## src/rtl/regex_memory_arbiter.sv

```systemverilog
// Round-robin arbiter sharing one single-port instruction BRAM among several regex CPUs.
// One grant per cycle; BRAM words are broadcast and held until the next grant's data cycle.
module regex_memory_arbiter #(
  parameter int unsigned CPU_COUNT         = 4,
  parameter int unsigned MEMORY_WIDTH      = 20,
  parameter int unsigned MEMORY_ADDR_WIDTH = 11
) (
  input  logic                                   clk,
  input  logic                                   rst,
  input  logic [CPU_COUNT-1:0]                   cpu_memory_valid,
  input  logic [CPU_COUNT*MEMORY_ADDR_WIDTH-1:0] cpu_memory_addr,
  output logic [CPU_COUNT-1:0]                   cpu_memory_ready,
  output logic [MEMORY_WIDTH-1:0]                cpu_memory_data,
  output logic                                   mem_en,
  output logic [MEMORY_ADDR_WIDTH-1:0]           mem_addr,
  input  logic [MEMORY_WIDTH-1:0]                mem_rdata
);

  localparam int unsigned PTR_W = (CPU_COUNT > 1) ? $clog2(CPU_COUNT) : 1;

  logic [PTR_W-1:0]             rr_ptr;
  logic                         data_pending;
  logic [MEMORY_WIDTH-1:0]      data_hold;

  logic [CPU_COUNT-1:0]         eligible;
  logic                         grant_found;
  logic [PTR_W-1:0]             grant_idx;
  logic [PTR_W-1:0]             next_ptr;
  logic [CPU_COUNT-1:0]         grant_vec;
  logic [MEMORY_ADDR_WIDTH-1:0] sel_addr;
  int unsigned                  cand;

  // The ready register doubles as the cooldown mask: a CPU granted this cycle is not eligible at the next edge.
  always_comb begin
    eligible    = cpu_memory_valid & ~cpu_memory_ready;
    grant_found = 1'b0;
    grant_idx   = '0;
    cand        = 0;
    for (int unsigned i = 0; i < CPU_COUNT; i++) begin
      cand = 32'(rr_ptr) + i;
      if (cand >= CPU_COUNT) cand = cand - CPU_COUNT;
      if (!grant_found && eligible[PTR_W'(cand)]) begin
        grant_found = 1'b1;
        grant_idx   = PTR_W'(cand);
      end
    end
  end

  always_comb begin
    next_ptr  = (grant_idx == PTR_W'(CPU_COUNT - 1)) ? '0 : grant_idx + PTR_W'(1);
    grant_vec = grant_found ? (CPU_COUNT'(1) << grant_idx) : '0;
    sel_addr  = cpu_memory_addr[32'(grant_idx)*MEMORY_ADDR_WIDTH +: MEMORY_ADDR_WIDTH];
  end

  // Grant, BRAM request and round-robin state.
  always_ff @(posedge clk or negedge rst) begin
    if (!rst) begin
      cpu_memory_ready <= '0;
      mem_en           <= 1'b0;
      mem_addr         <= '0;
      rr_ptr           <= '0;
    end else begin
      cpu_memory_ready <= grant_vec;
      mem_en           <= grant_found;
      if (grant_found) begin
        mem_addr <= sel_addr;
        rr_ptr   <= next_ptr;
      end
    end
  end

  // Word arrives the cycle after mem_en; latch it so the bus stays stable until the next fetch lands.
  always_ff @(posedge clk or negedge rst) begin
    if (!rst) begin
      data_pending <= 1'b0;
      data_hold    <= '0;
    end else begin
      data_pending <= mem_en;
      if (data_pending) data_hold <= mem_rdata;
    end
  end

  assign cpu_memory_data = data_pending ? mem_rdata : data_hold;

endmodule

```

## config.mk

```make
export PLATFORM = sky130hd
export DESIGN_NAME = regex_memory_arbiter
export DESIGN_NICKNAME = d
export VERILOG_FILES = /design/src/rtl/regex_memory_arbiter.sv
export SDC_FILE = /design/constraint.sdc
export NUM_CORES = 1
export LEC_CHECK = 0
export ABC_AREA = 1
export CELL_PAD_IN_SITES_DETAIL_PLACEMENT = 0
export CELL_PAD_IN_SITES_GLOBAL_PLACEMENT = 1
export CORE_ASPECT_RATIO = 0.5
export CORE_MARGIN = 1
export CORE_UTILIZATION = 26
export DETAILED_ROUTE_END_ITERATION = 12
export PLACE_DENSITY = 0.77
export SYNTH_ARGS = -nofsm -noshare
export SYNTH_HDL_FRONTEND = slang
export SYNTH_SLANG_ARGS = --single-unit
```

## constraint.sdc

```tcl
create_clock -name clk -period 1.7 [get_ports clk]
set_input_delay 0.34 -clock clk [delete_from_list [all_inputs] [get_ports clk]]
set_output_delay 0.34 -clock clk [all_outputs]
set_load 0.01 [all_outputs]
```

==> run metrics <==
crit start category flip-flop; sequential area share after synthesis 0.415; Die Height about 70 um; Psw a little over 4 mW; peak supply drop approximately 1100 uV; Most common cell on crit path nand2_1; IO buf count 105; Ys Warns 0; synthesized flop and latch total 39; nets about 500; Routed wire per std cell 13.2 um; Detailed Route WL approximately 7 mm; result of the run finished with violations; Iteration-0 DRC Markers 143; CP Max Fanout 10; Setup CP Type flip-flop to flip-flop; fin crit share 1.10; Tightest Pin Transition 0.513 ns; DP Worst Slack -0.395 ns; IO Count between 100 and 150; commonest non-fill, non-tap cell in the layout clkdlybuf4s50_1; Worst Setup End Kind flip-flop; Placer Congestion slightly above 0.8; Overflow after GRT 0; H-tree levels 2; first-pass iteration count of the detailed router 8; clock buffer count from CTS 5; Switching Fraction 0.427; Syn Inst Count slightly below 300; starting density of the core 0.269; all-layer global routing usage 0.153; Die ar. 0.00944 sq mm; Antenna diodes 0; first-pass GRT wire length 11.3 mm; vias per inst 4.35; Hold Violations, Final 0; Max Freq around 540 MHz; WP data arrival roughly 2 ns; LEAKAGE about 2.1 nW; Final HPWL DP 5.02 mm; crit path cell chain inv_2 > nand2_1 > nand2_4 > nand3_4 > nand2_4 > nand4_4 > nand3_4 > clkbuf_16 > nand2_1 > nand3_1 > nand2_1 > nand2_1 > nand2_1; CTS max path bufs 2; RSZ-0062 raised after global routing true; failing checks design-rule violations, negative setup slack; max-slew violation count 0; Core Box Area between 0.008 and 0.009 sq mm; crit-path max cell delay 0.45 ns; post-synth net total between 300 and 400; area grow syn2layout 80.0%; DRC 4; Slew headroom 0.658; Reg clk slew, reported paths about 0.06 ns; worst min-delay path class primary input to asynchronous set/reset pin; required time of the critical path 1.88 ns; Clock Sink Count 39; Flop pwr share 0.165; routed via count between 2,000 and 2,500; Pwr per Cell Area approximately 2200 mW/mm^2; clock skew just under 0.006 ns; reg2reg setup slack -0.16 ns; Clk pwr share 0.114; Die Span X about 140 um; vias in the first global route between 2,000 and 2,500; internal power roughly 5.4 mW; most frequent cells in the layout 84 x clkdlybuf4s50_1, 71 x nand2_1, 51 x inv_1; remaining antenna violation count 0; initial antenna violation count 0; Max Cap Viol 0; share of layout cells above drive strength 1 0.298; combinational group share of total power 0.720; later-pin clock latency in the skew report roughly 0.28 ns; syn avg cell area roughly 8 sq um; CP max stage cell dfrtp_2; crit path time final between 1.5 and 2 ns; FP Rows 24; CTS tree yes; clock root buffer master clkbuf_16; R2R cell count 13; largest net degree at the start of global routing 40; library cells used by synthesis 23; final core occ 0.484; Final WS setup -0.164 ns; final setup violation count 26; Netlist Area Pre-Place 0.00235 sq mm
[metrics by stage]
stage	hold WS (ns)	total power [mW]	setup TNS (ns)	std cells	area (sq um)
6_report	0.113	9.43	-2.18	543	4230
5_1_grt	0.157	10.2	-4.64	543	4230
4_1_cts	0.132	8.98	-2.19	540	4130
3_5_place_dp	0.360	7.14	-8.64	527	3710
3_3_place_gp	0.358	7.09	-8.58	527	3710
2_1_floorplan	0.0444	5.02	-0.0566	296	2370
[registers in the layout, indices dropped and copies added, names as in the netlist]
register	flops
cpu_memory_ready	4
mem_en	1
data_hold	20
rr_ptr	2
mem_addr	11
data_pending	1
[layout make-up]
type	instances	area, sq um
Clock buffer	5	125
Sequential cell	39	978
Tap cell	117	146
Inverter	56	225
Clock inverter	3	43.8
Multi-Input combinational cell	185	1260
Fill cell	844	4510
Timing Repair Buffer	138	1450
[power groups by stage]
stage               registers (mW)  logic, mW  clock network [mW]
floorplan                     1.60       3.42                   0
global placement              1.54       5.55                   0
detailed placement            1.56       5.58                   0
CTS                           1.55       6.30                1.12
global route                  1.61       7.46                1.16
finish                        1.56       6.79                1.08
[repair_timing]
action                                  in CTS  in global routing
gates cloned                                 2                  2
buffers inserted                             3                  2
hold buffers                                 0                  0
pin swaps                                    6                  4
endpoints found under the hold margin        0                  0
endpoints found under the setup margin      36                 37
gates resized for setup                    137                 19
[layer usage]
| layer | vias to the layer above | track usage | wire, um |
|---|---|---|---|
| met5 | - | 0 | 0 |
| met4 | 0 | 0.0370 | 55 |
| met3 | 5 | 0.0212 | 212 |
| met2 | 52 | 0.247 | 3400 |
| met1 | 1106 | 0.215 | 3530 |
| li1 | 1201 | - | - |
[path summary, 6_finish.rpt]
kind / startpoint / end
max in group asynchronous: rst / rr_ptr[1]
min: rst / data_hold[13]
min reg2reg: mem_en / data_pending
min in group clk: mem_en / data_pending
max: rr_ptr[1] / mem_addr[10]
max reg2reg: rr_ptr[1] / mem_addr[10]
[worst max-delay path, delay by kind of cell (launching register included)]
kind	cells	cell delay, ns
buffers and inverters	2	0.30
flip-flops	1	0.45
AND/OR/NAND/NOR	11	1.00
[synthesized netlist by cell type]
cell type | instances | area, sq um
nand4_1 | 24 | 150
mux2_2 | 20 | 225
nand3_4 | 1 | 17.5
inv_1 | 53 | 199
o21ai_0 | 1 | 5.00
nand4_4 | 1 | 21.3
nor2_1 | 5 | 18.8
nand2_4 | 2 | 22.5
nand2_1 | 84 | 315
ha_1 | 1 | 12.5
buf_4 | 1 | 7.51
a21oi_1 | 1 | 5.00
buf_6 | 4 | 45.0
a21oi_2 | 1 | 8.76
dfrtp_1 | 39 | 976
nand3_2 | 6 | 60.1
inv_4 | 1 | 6.26
buf_2 | 8 | 40.0
clkbuf_1 | 3 | 11.3
nand3_1 | 34 | 170
and2_1 | 1 | 6.26
inv_2 | 2 | 7.51
nand2_2 | 3 | 18.8
[cell families (layout without fill, tap and decap cells)]
family,after synthesis,after routing,synth area share
fa+ha+maj,1,1,0.00532
simple gates,161,161,0.341
flops,39,39,0.415
mux,20,20,0.0958
compound gates,3,3,0.00798
buf+inv,72,202,0.135
No activity file was read; power rests on OpenSTA's default activity.
